`src/rtl/jtopl_rhy_pkg.sv`:
```
// Shared constants and helpers for the OPL2 rhythm phase source.
// Latency: n/a (package only).
// Backpressure: n/a (package only).
package jtopl_rhy_pkg;

   localparam int SLOTS    = 18;
   localparam int SLOT_HH  = 13;
   localparam int SLOT_TOM = 14;
   localparam int SLOT_SD  = 16;
   localparam int SLOT_TC  = 17;
   localparam int LFSR_W   = 23;
   localparam int LFSR_TAP = 14;

   // Ring-mod combination of the hi-hat and top-cymbal raw phases
   function automatic logic rm_xor_calc(input logic [9:0] hh_ph, input logic [9:0] tc_ph);
      return (hh_ph[2] ^ hh_ph[7]) | (hh_ph[3] ^ tc_ph[5]) | (tc_ph[3] ^ tc_ph[5]);
   endfunction

endpackage

```
`src/rtl/jtopl_noise.sv`:
```
// Purpose: 23-bit rhythm noise LFSR, advanced once per frame; optional hold/load under JTOPL_RHY_TEST_EN.
// Latency: new value visible the clk edge after a cen cycle with adv (or noise_ld) set.
// Backpressure: none; cen is the only throttle.
module jtopl_noise
   import jtopl_rhy_pkg::*;
#(
   parameter logic [LFSR_W-1:0] SEED = 23'h1
)(
   input  logic              rst,
   input  logic              clk,
   input  logic              cen,
   input  logic              adv,
`ifdef JTOPL_RHY_TEST_EN
   input  logic              noise_hold,
   input  logic              noise_ld,
   input  logic [LFSR_W-1:0] noise_seed,
`endif
   output logic [LFSR_W-1:0] lfsr
);

   logic nb;
   logic step;

   assign nb = lfsr[0] ^ lfsr[LFSR_TAP];

`ifdef JTOPL_RHY_TEST_EN
   assign step = adv & ~noise_hold;
`else
   assign step = adv;
`endif

   // Shift right, feeding the tap XOR into the MSB; load wins over advance
   always_ff @(posedge clk or posedge rst) begin
      if (rst) begin
         lfsr <= SEED;
      end else if (cen) begin
`ifdef JTOPL_RHY_TEST_EN
         if (noise_ld)
            lfsr <= noise_seed;
         else if (step)
            lfsr <= {nb, lfsr[LFSR_W-1:1]};
`else
         if (step)
            lfsr <= {nb, lfsr[LFSR_W-1:1]};
`endif
      end
   end

endmodule

```
`src/rtl/jtopl_rhy_src.sv`:
```
// Purpose: OPL2 rhythm phase source: slot counter, HH/TC phase capture, rm_xor, noise, rhythm enables.
// Latency: captures and LFSR step visible one clk after their cen slot; enables/rm_xor combinational from regs.
// Backpressure: none; everything advances only on cen. Optional test port set: JTOPL_RHY_TEST_EN.
module jtopl_rhy_src
   import jtopl_rhy_pkg::*;
#(
   parameter int                SLOTS = 18,
   parameter logic [LFSR_W-1:0] SEED  = 23'h1
)(
   input  logic              rst,
   input  logic              clk,
   input  logic              cen,
   input  logic              zero,
   input  logic              rhy_en,
   input  logic [9:0]        phase_pre,
`ifdef JTOPL_RHY_TEST_EN
   input  logic              noise_hold,
   input  logic              noise_ld,
   input  logic [LFSR_W-1:0] noise_seed,
`endif
   output logic [4:0]        slot,
   output logic              hh_en,
   output logic              sd_en,
   output logic              tc_en,
   output logic [9:0]        hh,
   output logic              rm_xor,
   output logic              noise
);

   logic [9:0]        tc_q;
   logic [LFSR_W-1:0] lfsr;
   logic              is_hh;
   logic              is_sd;
   logic              is_tc;

   assign is_hh = (slot == 5'(SLOT_HH));
   assign is_sd = (slot == 5'(SLOT_SD));
   assign is_tc = (slot == 5'(SLOT_TC));

   // Slot counter: frame strobe forces 0 ahead of the natural wrap
   always_ff @(posedge clk or posedge rst) begin
      if (rst)
         slot <= 5'd0;
      else if (cen) begin
         if (zero)
            slot <= 5'd0;
         else if (slot == 5'(SLOTS - 1))
            slot <= 5'd0;
         else
            slot <= slot + 5'd1;
      end
   end

   // Capture raw HH/TC phases once per frame, independent of rhythm mode
   always_ff @(posedge clk or posedge rst) begin
      if (rst) begin
         hh   <= 10'd0;
         tc_q <= 10'd0;
      end else if (cen) begin
         if (is_hh) hh   <= phase_pre;
         if (is_tc) tc_q <= phase_pre;
      end
   end

   jtopl_noise #(.SEED(SEED)) u_noise (
      .rst        (rst),
      .clk        (clk),
      .cen        (cen),
      .adv        (is_tc),
`ifdef JTOPL_RHY_TEST_EN
      .noise_hold (noise_hold),
      .noise_ld   (noise_ld),
      .noise_seed (noise_seed),
`endif
      .lfsr       (lfsr)
   );

   assign hh_en  = rhy_en & is_hh;
   assign sd_en  = rhy_en & is_sd;
   assign tc_en  = rhy_en & is_tc;
   assign rm_xor = rm_xor_calc(hh, tc_q);
   assign noise  = lfsr[0];

endmodule

```
`config.mk`:
```
export PLATFORM = sky130hd
export DESIGN_NAME = jtopl_rhy_src
export DESIGN_NICKNAME = d
export VERILOG_FILES = /design/src/rtl/jtopl_rhy_pkg.sv /design/src/rtl/jtopl_noise.sv /design/src/rtl/jtopl_rhy_src.sv
export SDC_FILE = /design/constraint.sdc
export NUM_CORES = 1
export LEC_CHECK = 0
export CORE_MARGIN = 4
export CORE_UTILIZATION = 41
export CTS_CLUSTER_DIAMETER = 120
export DETAILED_ROUTE_END_ITERATION = 8
export PLACE_DENSITY = 0.64
export SLEW_MARGIN = 20
export SYNTH_ARGS = -nofsm -noshare
export SYNTH_HDL_FRONTEND = slang
export SYNTH_SLANG_ARGS = --single-unit
```
`constraint.sdc`:
```
create_clock -name clk -period 1.43 [get_ports clk]
set_input_delay 0.286 -clock clk [delete_from_list [all_inputs] [get_ports clk]]
set_output_delay 0.286 -clock clk [all_outputs]
set_load 0.1 [all_outputs]
```
==> flow_summary.json, run 1 <==
{
  "finalPower_uw": 2470,
  "wire_per_inst_um": 14.9,
  "fmax_mhz": 548,
  "drt-initial-drc-count": 62,
  "start_util": 0.431,
  "first_pass_iters": 2,
  "num_vias": 1082,
  "area_growth_pct": 62.4,
  "grt_pass1_vias": 1161,
  "avgSynthCellArea_um2": 15.5,
  "cts_tree": "yes",
  "antennaDiodeCount": 0,
  "layout_commonest_cell": "dfrtp_1",
  "path_clk_slew_ns": 0.07,
  "holdCritPathClass": "in2async",
  "grt_max_degree": 41,
  "holdWs_ns": 0.351,
  "layoutNonFillerInstCount": 223,
  "ys_types": 25,
  "cts-root-buf": "clkbuf_8",
  "die-area_um2": 5370,
  "placedCellCount": 209,
  "gr-usage-all-layers": 0.142,
  "cts_hold_buf": 0,
  "p_per_area_nw_per_um2": 869,
  "critPathMaxStageDelay_ns": 0.49,
  "status": "complete, but fails checks",
  "synth_seq_cells": 40,
  "gp_congestion": 0.785,
  "wl_mm": 3.33,
  "violations": "setup timing",
  "syn_nets": 131,
  "finalCritPeriodShare": 1.28,
  "ir_worst_vdd_mv": 0.677,
  "final_cell_mix": "dfrtp_1 (31), mux2_4 (30), buf_12 (24)",
  "leakage_uw": 0.00137,
  "syn_area_um2": 1750,
  "postPlaceCellArea_um2": 2620,
  "die_w_um": 73.3,
  "cp.arrival_ns": 1.54,
  "fillers": 259,
  "ff_latch_area_um2": 1020,
  "path_cells": "inv_4, ha_4, and4bb_4, and2_4, buf_12",
  "setup_viol": 45,
  "ios": 35,
  "grt_pass1_wl_mm": 5.71,
  "slowest_stage": "dfrtp_4",
  "cts.sinks": 40,
  "drc": 0,
  "worst_slack_ns": -0.393,
  "die_y_um": 73.3,
  "clkLatencyLatePin_ns": 0.29,
  "start_kind": "flop",
  "finalCoreUtilization": 0.700,
  "crit_required_ns": 1.14,
  "place_hpwl_mm": 2.40,
  "viasPerCell": 4.85,
  "io_buffers": 34,
  "multiInputGateArea_um2": 848,
  "cts_buffer_depth": 2,
  "seq_area_frac_synth": 0.573,
  "drive_gt1_frac": 0.647,
  "end_kind": "primary output",
  "final_antenna_net_count": 0,
  "grt_antenna_before_repair": 0,
  "cap_violations": 0,
  "finalCriticalPeriod_ns": 1.82,
  "fp-row-count": 23,
  "layout.nets": 190,
  "final_area_um2": 2840,
  "cts_made_buffers": 5,
  "synth_edf_count": 0,
  "core_um2": 4060,
  "fin_skew_ns": 0.00311,
  "rsz0062_at_grt": "true",
  "hold_viol_final": 0,
  "tightest_slew_ns": 0.216,
  "synth_cells": 113,
  "slew_headroom": 0.855,
  "cts_max_level": 2,
  "drv_slew": 0,
  "path_class": "reg2out",
  "async_flop_share": 1.00,
  "grt.overflow.total": 0,
  "critical_path.max_fanout": 2,
  "yosysWarnings": 0,
  "synth-main-ff-cell": "dfrtp_1"
}
-- logic make-up after synthesis --
kind of cell,count (synthesis),share of synthesized area
AOI/OAI and AO/OA,6,0.0179
xor gates and xnor gates,5,0.0251
adders and majority gates,3,0.0215
buffers and inverters,6,0.0215
DFF,40,0.573
muxes,35,0.268
and+or+nand+nor,18,0.0723
-- synth_stat cells (2+ instances only) --
cell type,count,area share
dfrtp_1,39,0.56
mux2_4,20,0.17
mux2_2,15,0.097
nand2_1,5,0.011
xor2_1,4,0.020
a21oi_1,3,0.0086
ha_1,3,0.021
inv_1,3,0.0064
buf_6,2,0.013
nand4_1,2,0.0072
nor3_1,2,0.0057
o21ai_0,2,0.0057
-- final cells by class --
class	instances	share of cell area
Sequential cell	40	0.360
Clock inverter	2	0.0123
Tap cell	50	0.0220
Timing Repair Buffer	55	0.276
Inverter	3	0.00485
Clock buffer	6	0.0256
Multi-Input combinational cell	67	0.299
-- path summary, 6_finish.rpt --
path	start	end	slack [ns]	cells after the start
min reg2reg	u_noise.lfsr[10]	u_noise.lfsr[9]	0.50	1
min	rst	hh[0]	0.35	3
max reg2reg	slot[1]	u_noise.lfsr[6]	-0.39	7
max	slot[1]	tc_en	-0.39	5
min in group clk	u_noise.lfsr[10]	u_noise.lfsr[9]	0.50	1
max in group asynchronous	rst	u_noise.lfsr[0]	0.82	3
-- sequential cells by signal (all words and copies together) (netlist names) --
register / flops
hh: 10
slot: 5
u_noise.lfsr: 23
tc_q: 2
-- worst max-delay path, delay by kind of cell (launching register included) --
kind	cells	cell delay, ns
flops	1	0.49
buf+inv	2	0.24
simple gates	2	0.38
fa+ha+maj	1	0.13
-- metrics by stage --
| stage | setup TNS [ns] | setup slack, ns |
|---|---|---|
| final | -10.41 | -0.393 |
| after global routing | -12.64 | -0.443 |
| after CTS | -10.64 | -0.403 |
| after detailed placement | -8.25 | -0.264 |
| after global placement | -7.34 | -0.241 |
| after floorplan | -14.06 | -0.553 |
-- layer usage --
metal,track usage,part of all wire,up-vias
li1,-,-,509
met1,0.177,0.42,548
met2,0.225,0.51,17
met3,0.0479,0.045,8
met4,0.0624,0.017,0
met5,0,0,-
-- power breakdown --
group	switching (uW)	leakage [uW]	total [uW]	internal [uW]
combinational	222	0.000774	408	186
sequential	14.8	0.000539	1170	1150
clock	375	0.0000552	893	518
total	612	0.00137	2470	1850
-- what timing repair did --
action	4_1_cts	5_1_grt
pin swaps	3	2
gates resized for setup	10	1
endpoints found under the setup margin	41	46
endpoints found under the hold margin	0	0
gates cloned	1	0
setup buffers	4	1
Power figures use the tool's default switching activity.
==> inputs of run 2 (changes only) <==
--- a/config.mk
+++ b/config.mk
@@ -9,6 +9,7 @@
 export CORE_UTILIZATION = 41
 export CTS_CLUSTER_DIAMETER = 120
 export DETAILED_ROUTE_END_ITERATION = 8
+export GPL_TIMING_DRIVEN = 0
 export PLACE_DENSITY = 0.64
 export SLEW_MARGIN = 20
 export SYNTH_ARGS = -nofsm -noshare
==> run 2 against run 1 <==
  * The run still ends with setup timing left
  * Final area decreased by 9.5%
  * Worst setup slack improved by 0.0073 ns
  * Register-to-register slack improved by 0.09 ns
  * Die area unchanged
  * Utilization decreased by 6.6 points
  * Total power decreased by 11%
  * Critical path depth unchanged
  * Clock power decreased by 20%
==> flow_summary.json, run 2 (synthesis gave the netlist of run 1 again) <==
{
  "timing.rr.end": "u_noise.lfsr[14]",
  "top_regs": "u_noise.lfsr x23, hh x10, slot x5",
  "final_antenna_net_count": 0,
  "grt_max_degree": 33,
  "io_buffers": 34,
  "holdCritPathClass": "in2async",
  "grt_pass1_wl_mm": 5.46,
  "tightest_slew_ns": 0.500,
  "rr_startpoint": "slot[1]",
  "final_area_um2": 2570,
  "rrSetupSlack_ns": -0.30,
  "cp.arrival_ns": 1.53,
  "fin_skew_ns": 0.00539,
  "start_kind": "flop",
  "violations": "setup timing",
  "finalCriticalPeriod_ns": 1.82,
  "die_w_um": 73.3,
  "cts_made_buffers": 5,
  "crit_end": "tc_en",
  "path_class": "reg2out",
  "die-area_um2": 5370,
  "place_hpwl_mm": 2.27,
  "num_vias": 1058,
  "worst_slack_ns": -0.386,
  "top_register": "u_noise.lfsr",
  "end_kind": "primary output",
  "fmax_mhz": 551,
  "multiInputGateArea_um2": 837,
  "cap_violations": 0,
  "grt_pass1_vias": 1152,
  "first_pass_iters": 4,
  "finalCritPeriodShare": 1.27,
  "path_clk_slew_ns": 0.07,
  "layout.nets": 184,
  "cts_max_level": 2,
  "core_um2": 4060,
  "grt_antenna_before_repair": 0,
  "ff_latch_area_um2": 1020,
  "layout_commonest_cell": "dfrtp_1",
  "grt.overflow.total": 0,
  "viasPerCell": 4.88,
  "clkLatencyLatePin_ns": 0.28,
  "wl_mm": 3.40,
  "finalPower_uw": 2200,
  "ir_worst_vdd_mv": 0.521,
  "gp_congestion": 0.764,
  "place_worst_setup_slack_ns": -1.11,
  "cts_buffer_depth": 2,
  "ios": 35,
  "slew_headroom": 0.669,
  "cts.sinks": 40,
  "startpoint": "slot[1]",
  "rsz0062_at_grt": "true",
  "antennaDiodeCount": 0,
  "drv_slew": 0,
  "drc": 0,
  "start_util": 0.431,
  "final_cell_mix": "dfrtp_1 (31), mux2_4 (30), clkdlybuf4s50_1 (14)",
  "gr-usage-all-layers": 0.135,
  "cts-root-buf": "clkbuf_8",
  "p_per_area_nw_per_um2": 856,
  "layoutNonFillerInstCount": 217,
  "postPlaceCellArea_um2": 2310,
  "drt-initial-drc-count": 43,
  "cts_hold_buf": 0,
  "fp-row-count": 23,
  "critical_path.max_fanout": 3,
  "drive_gt1_frac": 0.623,
  "hold_viol_final": 0,
  "placedCellCount": 198,
  "status": "complete, but fails checks",
  "crit_required_ns": 1.14,
  "wire_per_inst_um": 15.7,
  "cts_tree": "yes",
  "die_y_um": 73.3,
  "worst-r2r-cell-count": 7,
  "fillers": 294,
  "area_growth_pct": 47.0,
  "largest_reg_flops": 23,
  "setup_viol": 45,
  "leakage_uw": 0.00128
}
run 2: per-stage QoR:
step | setup TNS (ns) | util | hold slack (ns)
after floorplan | -14.06 | - | 0.434
after global placement | -46.34 | 0.563 | 0.482
after detailed placement | -22.99 | 0.568 | 0.490
after CTS | -11.26 | 0.615 | 0.247
after global routing | -12.99 | 0.633 | 0.266
final | -11.12 | 0.633 | 0.249
run 2: worst min-delay path by stage:
stage	endpoint	slack, ns
after global routing	hh[8]	0.27
after CTS	slot[1]	0.25
after global placement	u_noise.lfsr[9]	0.48
final	hh[8]	0.25
after detailed placement	u_noise.lfsr[8]	0.49
after floorplan	hh[2]	0.43
run 2: metal layers:
layer	global-route usage	wire, um	up-vias
met5	0	0	-
met4	0.0463	23	0
met3	0.0465	131	2
met2	0.222	1740	17
met1	0.164	1510	537
li1	-	-	502
run 2: power by group:
part	internal [uW]	total, uW	switching (uW)
logic	115	311	195
clock network	341	714	373
registers	1150	1180	23.8
run 2: worst max-delay path, cell delays in order, from the launching register on:
cell	delay (ns)
dfrtp_4	0.49
inv_4	0.08
ha_4	0.13
and4bb_4	0.24
and2_4	0.15
buf_12	0.16
run 2: cell type report:
cell class / instances / share of cell area
Sequential cell: 40 / 0.398
Multi-Input combinational cell: 67 / 0.326
Timing Repair Buffer: 46 / 0.196
Clock buffer: 6 / 0.0282
Tap cell: 50 / 0.0243
Buffer: 3 / 0.0175
Inverter: 3 / 0.00536
Clock inverter: 2 / 0.00487
run 2: timing repair:
action | CTS | global route
endpoints found under the setup margin | 58 | 46
cloned | 0 | 2
pin swaps | 3 | 4
buffers inserted | 8 | 1
resized for setup | 136 | 5
